`config.mk`:
```
export PLATFORM = sky130hd
export DESIGN_NAME = viterbi_decoder_k3
export DESIGN_NICKNAME = d
export VERILOG_FILES = /design/src/rtl/viterbi_decoder_k3.sv
export SDC_FILE = /design/constraint.sdc
export NUM_CORES = 1
export LEC_CHECK = 0
export CORE_MARGIN = 2
export CORE_UTILIZATION = 50
export DETAILED_ROUTE_END_ITERATION = 6
export MAX_ROUTING_LAYER = met4
export PLACE_DENSITY = 0.66
export SYNTH_ARGS = -nofsm -noshare
export SYNTH_HDL_FRONTEND = slang
export SYNTH_SLANG_ARGS = --single-unit
```
`constraint.sdc`:
```
create_clock -name CLK -period 4.3 [get_ports CLK]
set_input_delay 0.43 -clock CLK [delete_from_list [all_inputs] [get_ports CLK]]
set_output_delay 0.43 -clock CLK [all_outputs]
set_load 0.02 [all_outputs]
```
`src/rtl/viterbi_decoder_k3.sv`:
```
// Hard-decision Viterbi decoder for the rate-1/2, K=3 convolutional code
// (p0 = u ^ s1, p1 = u ^ s1 ^ s0). Four-state add-compare-select with
// saturating metrics, zero-tail frames, traceback from state 0, and
// in-order streaming of the decoded information bits.
module viterbi_decoder_k3 #(
    parameter int FRAME_LEN = 16,
    parameter int PM_W      = 8
) (
    input  logic            CLK,
    input  logic            RST,
    input  logic            in_valid,
    output logic            in_ready,
    input  logic [1:0]      parities,
    output logic            out_valid,
    input  logic            out_ready,
    output logic            out_bit,
    output logic            out_last,
    output logic [PM_W-1:0] out_metric
);

    localparam int NSYM  = FRAME_LEN + 2;
    localparam int CNT_W = $clog2(NSYM);
    localparam int IDX_W = (FRAME_LEN > 1) ? $clog2(FRAME_LEN) : 1;
    localparam logic [PM_W-1:0] PM_INIT = {1'b1, {(PM_W-1){1'b0}}};

    typedef enum logic [1:0] {ACS, TRACEBACK, OUTPUT} state_t;

    state_t                state_q, state_d;
    logic [CNT_W-1:0]      cnt_q, cnt_d;
    logic [CNT_W-1:0]      tb_t_q, tb_t_d;
    logic [1:0]            cur_q, cur_d;
    logic [IDX_W-1:0]      idx_q, idx_d;
    logic [PM_W-1:0]       pm_q [4];
    logic [PM_W-1:0]       pm_d [4];
    logic [PM_W-1:0]       metric_q, metric_d;
    logic [3:0]            sv_q [NSYM];
    logic [3:0]            sv_d [NSYM];
    logic [FRAME_LEN-1:0]  buf_q, buf_d;

    logic [PM_W-1:0]       pm_acs [4];
    logic [3:0]            sv_acs;

    function automatic logic [PM_W-1:0] sat_add(input logic [PM_W-1:0] a,
                                                 input logic [1:0] b);
        logic [PM_W:0] s;
        s = {1'b0, a} + {{(PM_W-1){1'b0}}, b};
        return s[PM_W] ? '1 : s[PM_W-1:0];
    endfunction

    // Hamming distance between the received symbol and the branch output
    // of leaving state s with input u.
    function automatic logic [1:0] bm(input logic [1:0] rx,
                                      input logic [1:0] s,
                                      input logic u);
        logic [1:0] d;
        d = rx ^ {u ^ s[1] ^ s[0], u ^ s[1]};
        return {1'b0, d[0]} + {1'b0, d[1]};
    endfunction

    // Add-compare-select for all four next states; ties keep the even predecessor.
    always_comb begin
        logic [1:0]      nb;
        logic [PM_W-1:0] c0, c1;
        nb     = '0;
        c0     = '0;
        c1     = '0;
        sv_acs = '0;
        for (int i = 0; i < 4; i++) pm_acs[i] = '0;
        for (int unsigned n = 0; n < 4; n++) begin
            nb = n[1:0];
            c0 = sat_add(pm_q[{nb[0], 1'b0}], bm(parities, {nb[0], 1'b0}, nb[1]));
            c1 = sat_add(pm_q[{nb[0], 1'b1}], bm(parities, {nb[0], 1'b1}, nb[1]));
            if (c1 < c0) begin
                pm_acs[nb] = c1;
                sv_acs[nb] = 1'b1;
            end else begin
                pm_acs[nb] = c0;
                sv_acs[nb] = 1'b0;
            end
        end
    end

    // Next-state and output decode for the ACS / TRACEBACK / OUTPUT phases.
    always_comb begin
        state_d   = state_q;
        cnt_d     = cnt_q;
        tb_t_d    = tb_t_q;
        cur_d     = cur_q;
        idx_d     = idx_q;
        pm_d      = pm_q;
        metric_d  = metric_q;
        sv_d      = sv_q;
        buf_d     = buf_q;
        in_ready  = 1'b0;
        out_valid = 1'b0;
        out_bit   = 1'b0;
        out_last  = 1'b0;
        case (state_q)
            ACS: begin
                in_ready = 1'b1;
                if (in_valid) begin
                    pm_d        = pm_acs;
                    sv_d[cnt_q] = sv_acs;
                    if (cnt_q == CNT_W'(NSYM - 1)) begin
                        cnt_d    = '0;
                        metric_d = pm_acs[0];
                        tb_t_d   = CNT_W'(NSYM - 1);
                        cur_d    = '0;
                        state_d  = TRACEBACK;
                    end else begin
                        cnt_d = cnt_q + 1'b1;
                    end
                end
            end
            TRACEBACK: begin
                if (tb_t_q < CNT_W'(FRAME_LEN)) buf_d[tb_t_q[IDX_W-1:0]] = cur_q[1];
                cur_d = {cur_q[0], sv_q[tb_t_q][cur_q]};
                if (tb_t_q == '0) begin
                    idx_d   = '0;
                    state_d = OUTPUT;
                end else begin
                    tb_t_d = tb_t_q - 1'b1;
                end
            end
            OUTPUT: begin
                out_valid = 1'b1;
                out_bit   = buf_q[idx_q];
                out_last  = (idx_q == IDX_W'(FRAME_LEN - 1));
                if (out_ready) begin
                    if (out_last) begin
                        idx_d    = '0;
                        cnt_d    = '0;
                        pm_d[0]  = '0;
                        pm_d[1]  = PM_INIT;
                        pm_d[2]  = PM_INIT;
                        pm_d[3]  = PM_INIT;
                        state_d  = ACS;
                    end else begin
                        idx_d = idx_q + 1'b1;
                    end
                end
            end
            default: state_d = ACS;
        endcase
    end

    // Control and metric registers with synchronous reset.
    always_ff @(posedge CLK) begin
        if (RST) begin
            state_q  <= ACS;
            cnt_q    <= '0;
            tb_t_q   <= '0;
            cur_q    <= '0;
            idx_q    <= '0;
            pm_q[0]  <= '0;
            pm_q[1]  <= PM_INIT;
            pm_q[2]  <= PM_INIT;
            pm_q[3]  <= PM_INIT;
            metric_q <= '0;
        end else begin
            state_q  <= state_d;
            cnt_q    <= cnt_d;
            tb_t_q   <= tb_t_d;
            cur_q    <= cur_d;
            idx_q    <= idx_d;
            pm_q     <= pm_d;
            metric_q <= metric_d;
        end
    end

    // Survivor and output buffers are fully rewritten before each read, so no reset.
    always_ff @(posedge CLK) begin
        sv_q  <= sv_d;
        buf_q <= buf_d;
    end

    assign out_metric = metric_q;

endmodule
```
==> impl_metrics.csv, run 1 <==
group,metric,value,unit
detailed_routing,vias,6680,
sta,worst_pin_slew,1.11,ns
critical_path,cp_cell_sequence,"clkdlybuf4s50_1 -> inv_1 -> ha_1 -> inv_1 -> ha_1 -> a21oi_1 -> a31oi_4 -> nand3_1 -> mux2_2 -> ha_1 -> o2111ai_1 -> nor2_1 -> a211oi_2 -> nand2_4 -> inv_1",
final_layout,multiInputGateArea,4740,um^2
logic_synthesis,seq_area_frac_synth,42.6,%
final_layout,layout_common_cells,"edfxtp_1 (88), nor2_1 (85), nand2_1 (85)",
critical_path,r2r_slack,0.86,ns
sta,grt_setup_unrepaired,"no",
global_routing,antenna_found_initial,0,
critical_path,ff2ff_path_depth,13,
hold_path,min_from,"out_metric[4]$_SDFFE_PP0P_",
clock_tree,cts_max_path_buffers,2,
logic_synthesis,yosys_most_used_dff,"edfxtp_1",
final_layout,final_area,9940,um^2
hold_path,hold_path_depth,2,
final_layout,fin_nets,945,
logic_synthesis,synth_edf_count,88,
final_layout,final_cell_count_no_fill,1123,
final_layout,final_common_cell,"edfxtp_1",
detailed_routing,vias_per_cell,5.95,
floorplanning,core_area,17400,um^2
global_routing,grt_remaining_overflow,0,
logic_synthesis,synth_top_area_cell,"edfxtp_1",
critical_path,max_stage_delay,0.48,ns
clock_tree,htreeDepth,4,
logic_synthesis,postSynthNetCount,922,
final_layout,antenna_cells,0,
detailed_routing,drtPass1Iterations,7,
placement,place_area,9380,um^2
placement,pre_cts_ws,-0.0155,ns
global_routing,grt_pass1_vias,6548,
logic_synthesis,synthCells,862,
detailed_routing,wl_per_cell,18.4,um
sta,maxSlewViolCount,0,
final_layout,num-fill-cells,1483,
sta,max_freq,254,MHz
sta,finalCritPeriodShare,91.5,%
global_routing,grt_pass1_wl,34.0,mm
power,power.total,5.10,mW
sta,period_minus_slack,3.94,ns
floorplanning,ioPinCount,18,
final_layout,fin_util,57.3,%
logic_synthesis,ys_ff_latch,146,
critical_path,crit_fanout,18,
clock_tree,tritoncts,"yes",
final_layout,seqCellArea,3800,um^2
floorplanning,die-area,19000,um^2
placement,dpl.cell_count,1091,
sta,hold_viol,0,
critical_path,cp.arrival,4.09,ns
critical_path,path_buf_inv,4,
detailed_routing,drt_iter0_markers,508,
run_status,status,"completed",
floorplanning,die_h,138,um
clock_tree,cts_root_buffer,"clkbuf_16",
critical_path,cp_data_required_time,4.45,ns
logic_synthesis,avgSynthCellArea,10.4,um^2
detailed_routing,ant_nets,0,
floorplanning,rows,48,
clock_tree,cts_buffers,17,
sta,setup_slack,0.364,ns
logic_synthesis,syn_area,8930,um^2
placement,io_buffers,17,
sta,relSlewSlack,25.7,%
global_routing,grt_start_max_net_pins,30,
hold_path,hold_class,"reg -> reg",
floorplanning,die_w,138,um
critical_path,r2r_start,"pm_q[8]$_SDFFE_PP0P_",
critical_path,critPathSlowestCell,"clkdlybuf4s50_1",
clock_tree,cts.clk_slew.worst_paths,0.06,ns
global_routing,grt_use_total,24.2,%
clock_tree,cts_post_setup_buffers_inserted,0,
floorplanning,floorplan.initialDensity,51.5,%
critical_path,cp-end-kind,"register",
clock_tree,cts.sinks,146,
detailed_routing,wirelength,20.7,mm
logic_synthesis,synth-async-reset-ratio,0,%
logic_synthesis,synth_cell_types,90,
final_layout,drive_gt1_share,14.7,%
clock_tree,hold_buffers,0,
logic_synthesis,ys_warn_count,0,
clock_tree,insertion_delay,0.43,ns
final_layout,area_delta_synth_final,11.2,%
critical_path,critPathKind,"in -> reg",
placement,gp_congestion,0.903,
clock_tree,cts-resized-gates,0,
critical_path,worst_setup_path_start_kind,"input port",
logic_synthesis,netlist.area_leader.share,29.6,%
hold_path,hold_end,"out_metric[4]$_SDFFE_PP0P_",
sta,skew,0.0124,ns
placement,dp_hpwl,15.1,mm
critical_path,reg2reg_to,"sv_q[69]$_DFFE_PP_",
power,power_density,513,nW/um^2
sta,final-setup-viol-count,0,
run,drv_cap,0,
critical_path,path_delay_family,"buffers and inverters",
power,leakage,3.59,nW
power,ir_drop,0.312,mV
logic_synthesis,yosys-top-cells-area,"edfxtp_1 (30%), dfxtp_1 (13%), ha_1 (7.6%)",
detailed_routing,drc,0,
-- report_power, final --
group | total, mW | leakage [nW] | switching (mW) | internal (mW)
clock network | 1.41 | 0.272 | 0.605 | 0.805
registers | 1.89 | 1.25 | 0.113 | 1.78
logic | 1.79 | 2.07 | 1.07 | 0.726
-- registers in the layout, summed over array words and instances, names as in the netlist --
signal,count
sv_q,72
buf_q,16
tb_t_q,5
cnt_q,5
state_q,2
cur_q,2
out_metric,8
pm_q,32
idx_q,4
-- synth_stat cells, types with 4 or more instances --
cell type / number
edfxtp_1: 88
nor2_1: 86
nand2_1: 85
dfxtp_1: 58
ha_1: 54
a21oi_1: 51
mux2i_1: 27
inv_1: 26
o21ai_0: 24
buf_2: 23
nand3_1: 20
nand2b_1: 18
clkbuf_1: 15
xnor2_1: 14
a21o_1: 13
and2_1: 13
mux4_2: 12
xor2_1: 12
and3_1: 11
nor2b_1: 11
nor3_1: 10
a31oi_1: 9
a211oi_1: 8
a22o_1: 8
mux2_2: 8
mux4_1: 8
o211ai_1: 8
buf_4: 7
o21a_1: 7
o22ai_1: 7
a21oi_2: 6
nand4_1: 6
nand3b_1: 5
nor4_1: 5
o31ai_1: 5
or2_2: 5
a31o_2: 4
buf_6: 4
o21ai_1: 4
-- through the flow --
step | hold slack (ns) | setup TNS (ns)
finish | 0.490 | 0
global route | 0.522 | 0
CTS | 0.491 | 0
detailed placement | 0.478 | -0.0746
global placement | 0.482 | 0
floorplan | 0.460 | 0
-- cells by family (layout without fill, tap and decap cells) --
logic type	after synthesis	after routing	synth area share, %
xor gates and xnor gates	26	26	2.55
muxes	56	56	9.54
DFF	146	146	42.6
buffers and inverters	78	114	4.42
AOI/OAI and AO/OA	199	199	16.2
adders and majority gates	54	54	7.56
and+or+nand+nor	303	303	17.2
-- tightest hold or removal path, cell delays in order, from the launching register on --
cell and delay [ns]:
dfxtp_1 0.31, nor2_1 0.10, nor3_1 0.04
-- how the worst max path moves through the flow --
stage | from | to | slack, ns | cells past startpoint
after detailed placement | parities[0] | pm_q[0]$_SDFFE_PP0P_ | -0.02 | 15
after CTS | parities[0] | sv_q[69]$_DFFE_PP_ | 0.42 | 15
after floorplan | parities[0] | sv_q[11]$_DFFE_PP_ | 0.67 | 16
final | parities[0] | sv_q[69]$_DFFE_PP_ | 0.36 | 15
after global placement | parities[0] | pm_q[0]$_SDFFE_PP0P_ | 0.06 | 15
after global routing | parities[1] | pm_q[9]$_SDFFE_PP0P_ | 0.09 | 17
-- metal layers --
layer	up-vias	wire (um)	global-route usage (%)
met5	-	0	-
met4	0	382	7.79
met3	29	774	3.64
met2	184	10500	40.6
met1	3230	9070	30.0
li1	3237	-	-
-- layout make-up --
cell class                 instances  share of cell area [%]
inverter                          27                    1.02
clock buffer                      19                    4.36
tap                              225                    2.83
multi-input combinational        638                    47.7
clock inverter                    13                    1.25
sequential                       146                    38.3
timing repair buffer              55                    4.58
(Power assumes the default switching activity.)
==> inputs of run 2 (changes only) <==
Settings changed: TNS_END_PERCENT set to 5.
==> results of run 2 <==
The final DEF is identical to that of run 1; final timing and power are the same.
==> inputs of run 3 (changes only) <==
Settings changed: ABC_AREA set to 1, CELL_PAD_IN_SITES_DETAIL_PLACEMENT set to 1, CELL_PAD_IN_SITES_GLOBAL_PLACEMENT set to 2, CORE_UTILIZATION 50 to 38, PLACE_DENSITY 0.66 to not set, PLACE_DENSITY_LB_ADDON set to 0.1.
==> run 3 against run 2 <==
  * Fmax up 3.6%
  * Utilization down 14 points
  * Via count grew 14%
  * First-iteration DRC count fell by 32%
  * Sequential share of layout area decreased by 0.71 points
  * Clock skew increased by 0.0058 ns
  * Worst setup slack better by 0.14 ns
  * Die area rose by 31%
  * Critical endpoint is now sv_q[63]$_DFFE_PP_
  * Largest cell class unchanged
  * Largest power group is now combinational cells
==> impl_metrics.csv, run 3 <==
group,metric,value,unit
final_layout,largest_reg_flops,72,
sta,grt_setup_unrepaired,"no",
critical_path,cp_data_required_time,4.44,ns
logic_synthesis,yosys-top-cells-count,"nand2_1 (267), nor2_1 (156), inv_1 (140)",
clock_tree,cts_root_buffer,"clkbuf_16",
global_routing,grt_remaining_overflow,0,
critical_path,crit_fanout,18,
clock_tree,insertion_delay,0.43,ns
logic_synthesis,synth_top_area_cell,"edfxtp_1",
floorplanning,die_w,157,um
detailed_routing,wirelength,24.8,mm
power,ir_drop,0.246,mV
floorplanning,rows,56,
global_routing,grt_pass1_vias,7784,
critical_path,critPathKind,"in -> reg",
logic_synthesis,avgSynthCellArea,7.66,um^2
floorplanning,die-area,24800,um^2
clock_tree,htreeDepth,4,
detailed_routing,wl_per_cell,16.2,um
placement,io_buffers,17,
critical_path,cp.arrival,3.94,ns
clock_tree,cts-resized-gates,0,
logic_synthesis,synth_most_common_cell,"nand2_1",
sta,maxSlewViolCount,0,
clock_tree,cts_max_path_buffers,2,
critical_path,cp_cell_sequence,"clkdlybuf4s50_1 -> inv_1 -> ha_1 -> buf_4 -> ha_1 -> nand3_1 -> nand2_1 -> inv_1 -> nor2_1 -> inv_1 -> nor2_1 -> nand3_1 -> nand2_1 -> inv_1 -> ha_1 -> a21oi_1 -> o21a_1 -> nand2_4 -> inv_1",
sta,finalCritPeriodShare,88.3,%
final_layout,reg.largest.list,"sv_q x72, pm_q x32, buf_q x16",
logic_synthesis,ys_warn_count,0,
final_layout,final_cell_count_no_fill,1529,
sta,final-setup-viol-count,0,
final_layout,top_register,"sv_q",
critical_path,critPathSlowestCell,"clkdlybuf4s50_1",
power,power_density,593,nW/um^2
detailed_routing,drc,0,
clock_tree,cts.clk_slew.worst_paths,0.08,ns
clock_tree,cts_buffers,17,
logic_synthesis,yosys_most_used_dff,"edfxtp_1",
detailed_routing,drt_iter0_markers,347,
floorplanning,floorplan.initialDensity,38.4,%
logic_synthesis,synth-async-reset-ratio,0,%
placement,gp_congestion,0.823,
sta,period_minus_slack,3.80,ns
detailed_routing,vias,7606,
final_layout,final_common_cell,"nand2_1",
power,power.total,6.00,mW
detailed_routing,drtPass1Iterations,6,
sta,relSlewSlack,46.3,%
final_layout,area_delta_synth_final,13.2,%
global_routing,grt_pass1_wl,40.4,mm
power,leakage,4.47,nW
final_layout,antenna_cells,0,
placement,dpl.cell_count,1497,
sta,hold_viol,0,
hold_path,hold_class,"in -> reg",
sta,setup_tns,0,ns
logic_synthesis,syn_area,8940,um^2
final_layout,fin_nets,1257,
critical_path,max_stage_delay,0.55,ns
sta,worst_pin_slew,0.802,ns
critical_path,cp_common_cell,"inv_1",
global_routing,grt_start_max_net_pins,41,
placement,dp_hpwl,18.6,mm
critical_path,cp-end-kind,"register",
run,drv_cap,0,
floorplanning,ioPinCount,18,
logic_synthesis,synth_cell_types,41,
floorplanning,core_area,23300,um^2
global_routing,grt_use_total,21.5,%
logic_synthesis,synthCells,1168,
logic_synthesis,postSynthNetCount,1228,
run_status,status,"completed",
final_layout,layout_common_cells,"nand2_1 (267), nor2_1 (156), inv_1 (140)",
clock_tree,cts_post_setup_buffers_inserted,0,
sta,skew,0.0182,ns
clock_tree,cts.sinks,146,
logic_synthesis,seq_area_frac_synth,42.5,%
logic_synthesis,synth_edf_count,88,
critical_path,worst_setup_path_start_kind,"input port",
logic_synthesis,netlist.area_leader.share,29.6,%
detailed_routing,ant_nets,0,
floorplanning,die_h,157,um
logic_synthesis,ys_ff_latch,146,
logic_synthesis,yosys-top-cells-area,"edfxtp_1 (30%), dfxtp_1 (13%), nand2_1 (11%)",
global_routing,antenna_found_initial,0,
final_layout,drive_gt1_share,9.26,%
clock_tree,tritoncts,"yes",
detailed_routing,vias_per_cell,4.97,
clock_tree,hold_buffers,0,
sta,max_freq,263,MHz
==> run 3: cell count changes in the layout (fill, tap and decap cells not counted), sizes merged, moves of 27 or more <==
cell / delta
nor2: +76
inv: +123
nand2: +207
o21ai: +35
mux2i: -27
nand3: +90
==> run 3: cell families (layout without fill, tap and decap cells) <==
family                   count (synthesis)  in the layout  share of synthesized area, %
AND/OR/NAND/NOR                        607            607                          30.5
AO/OA/AOI/OAI                          173            173                          10.6
adder cells (fa/ha/maj)                 54             54                          7.56
XOR/XNOR                                14             14                          1.37
flip-flops                             146            146                          42.5
buffers and inverters                  174            216                          7.50
==> run 3: worst max-delay path: cells and delay by family <==
family / cells / cell delay, ns
and+or+nand+nor: 7 / 0.93
buffers and inverters: 7 / 1.42
adders and majority gates: 3 / 0.78
AOI/OAI and AO/OA: 2 / 0.36
==> run 3: metal layers <==
layer / global-route usage (%) / part of all wire, %
met1: 26.8 / 47
met2: 37.1 / 50
met3: 2.53 / 1.6
met4: 5.45 / 1.3
met5: - / 0
==> run 3: final timing paths <==
| check | start | to | slack [ns] | cells past startpoint |
|---|---|---|---|---|
| setup / recovery | parities[1] | sv_q[63]$_DFFE_PP_ | 0.50 | 19 |
| hold / removal | RST | pm_q[2]$_SDFFE_PP0P_ | 0.41 | 2 |
| setup reg to reg | pm_q[8]$_SDFFE_PP0P_ | sv_q[63]$_DFFE_PP_ | 1.19 | 15 |
| hold reg to reg | cur_q[0]$_SDFFE_PP0P_ | cur_q[1]$_SDFFE_PP0P_ | 0.48 | 2 |
==> run 3: where the power goes <==
group	switching (mW)	leakage, nW	internal, mW
Clock	0.688	0.269	0.767
Sequential	0.166	1.27	1.84
Combinational	1.64	2.92	0.900
==> run 3: layout make-up <==
type                       instances  area [um^2]
clock buffer                      17          425
clock inverter                    15          140
fill                            2940        13100
inverter                         148          556
multi-input combinational        848         4470
sequential                       146         3800
tap                              319          399
timing repair buffer              36          333
==> run 3: stage by stage <==
| stage | worst slack (ns) | cell area (um^2) | hold slack [ns] | utilization, % |
|---|---|---|---|---|
| 3_5_place_dp | 0.0971 | 9560 | 0.480 | 41.1 |
| 4_1_cts | 0.514 | 10100 | 0.404 | 43.5 |
| 2_1_floorplan | 0.886 | 8940 | 0.454 | - |
| 3_3_place_gp | 0.154 | 9560 | 0.473 | 41.1 |
| 6_report | 0.502 | 10100 | 0.411 | 43.5 |
| 5_1_grt | 0.186 | 10100 | 0.427 | 43.5 |
==> edit: new RTL, settings of run 2 <==
The 3 states of `state_t` get a one-hot encoding in 3 bits.
--- a/src/rtl/viterbi_decoder_k3.sv
+++ b/src/rtl/viterbi_decoder_k3.sv
@@ -23,7 +23,7 @@
     localparam int IDX_W = (FRAME_LEN > 1) ? $clog2(FRAME_LEN) : 1;
     localparam logic [PM_W-1:0] PM_INIT = {1'b1, {(PM_W-1){1'b0}}};
 
-    typedef enum logic [1:0] {ACS, TRACEBACK, OUTPUT} state_t;
+    typedef enum logic [2:0] {ACS = 3'b001, TRACEBACK = 3'b010, OUTPUT = 3'b100} state_t;
 
     state_t                state_q, state_d;
     logic [CNT_W-1:0]      cnt_q, cnt_d;
Check against the original RTL: same outputs for any inputs over 4 cycles, from zero or initial values and one cycle with RST high; so few cycles prove little.
==> edit against run 2 <==
Power about the same. Register-to-register slack worse by 50 ps. Area after synthesis up 0.14%. Worst setup slack worse by 79 ps. Final area about the same. Sequential cell count up 1. Largest power group unchanged. Largest cell class unchanged. Routed wire length down 1.7%.
==> edit: results (changes against run 2) <==
| Metric | Value |
|---|---|
| Vias in the first global route | 6475 (was 6548) |
| Mean post-synth cell area | 10.4 sq um (about the same) |
| R2r endpoint | sv_q[53] (was sv_q[69]) |
| Clock Tree Root | clkbuf_16 (unchanged) |
| Top cells by count, synth | nor2_1 (100), edfxtp_1 (88), nand2_1 (84), dfxtp_1 (59), ha_1 (54) (was edfxtp_1 (88), nor2_1 (86), nand2_1 (85), dfxtp_1 (58), ha_1 (54)) |
| First-pass GRT wire length | 32800 microns (was 34000 microns) |
| Via count | 6604 (was 6680) |
| R2r worst-path depth | 12 (was 13) |
| Nets | 941 (was 945) |
| WL per Instance | 18.2 microns (was 18.4 microns) |
| R2R Setup Slk | 810 ps (was 860 ps) |
| Area post-placement | 0.00934 sq mm (was 0.00938 sq mm) |
| GR Util All Layers | 23.3% (was 24.2%) |
| Synth area leaders | edfxtp_1 (30%), dfxtp_1 (13%), ha_1 (7.6%) (unchanged) |
| Pin count of the biggest net entering global routing | 29 (was 30) |
| Worst slew margin | 24.1% (was 25.7%) |
| Pre-CTS setup slack | -122 ps (was -15.5 ps) |
| CP arrival | 4070 ps (was 4090 ps) |
| Worst R2R Start | pm_q[8] (unchanged) |
| Final HPWL DP | 14800 microns (was 15100 microns) |
| Drt pass-1 iters | 5 (was 7) |
| Placer Congestion | 0.913 (was 0.903) |
| HP Start | cur_q[0] (was out_metric[4]) |
| Drt first-iter violations | 397 (was 508) |
| Netlist cell types | 86 (was 90) |
| WL final | 20400 microns (was 20700 microns) |
| Max rail drop VDD | 0.394 mV (was 0.312 mV) |
| Sequential fraction of the synthesis area | 42.7% (was 42.6%) |
| Outcome | finished, final reports clean (unchanged) |
| Hold path endpoint | cur_q[1] (was out_metric[4]) |
| Leak | 3.61 nW (was 3.59 nW) |
## edit: worst max-delay path by stage
stage | to | slack (ps)
after floorplan | sv_q[13] | 640
after global placement | sv_q[69] | -60
after detailed placement | sv_q[42] | -120
after CTS | sv_q[42] | 310
after global routing | sv_q[2] | 20
final | sv_q[50] | 290
## edit: logic make-up (layout without fill, tap and decap cells)
group / Yosys count / after routing / synth area share (%)
AO/OA/AOI/OAI: 179 / 179 / 14.9
XOR/XNOR: 27 / 27 / 2.64
flip-flops: 147 / 147 / 42.7
multiplexers: 61 / 61 / 10.0
buffers and inverters: 83 / 113 / 4.45
adder cells (fa/ha/maj): 54 / 54 / 7.55
AND/OR/NAND/NOR: 313 / 313 / 17.7
## edit: power groups by stage
stage / clock network [W] / logic, W / registers [W]
after floorplan: 0 / 0.00134 / 0.00185
after global placement: 0 / 0.00164 / 0.00192
after detailed placement: 0 / 0.00170 / 0.00192
after CTS: 0.00145 / 0.00171 / 0.00189
after global routing: 0.00151 / 0.00198 / 0.00191
final: 0.00143 / 0.00177 / 0.00189
## edit: layout make-up
type	count	area [sq um]
fillers	1483	7480
multi-input cells	634	4740
flip-flops and latches	147	3820
clock buffers	23	510
repair buffers	43	365
well taps	225	282
inverters	37	146
clock inverters	9	66.3
repair inverters	1	7.51
## edit: critical path, delay by kind of cell
kind                       cells  cell delay (ps)
AOI/OAI and AO/OA              3              700
adders and majority gates      3              850
buffers and inverters          4             1030
muxes                          1              290
and+or+nand+nor                4              740
## edit: metal layers
metal	share of wire (%)	global-route usage [%]
met5	0	-
met4	2.0	7.99
met3	4.9	4.23
met2	47	36.5
met1	46	30.5
## edit: through the flow
stage	util [%]	hold slack [ps]
2_1_floorplan	-	456
3_3_place_gp	53.6	485
3_5_place_dp	53.6	485
4_1_cts	56.9	491
5_1_grt	57.1	531
6_report	57.1	493
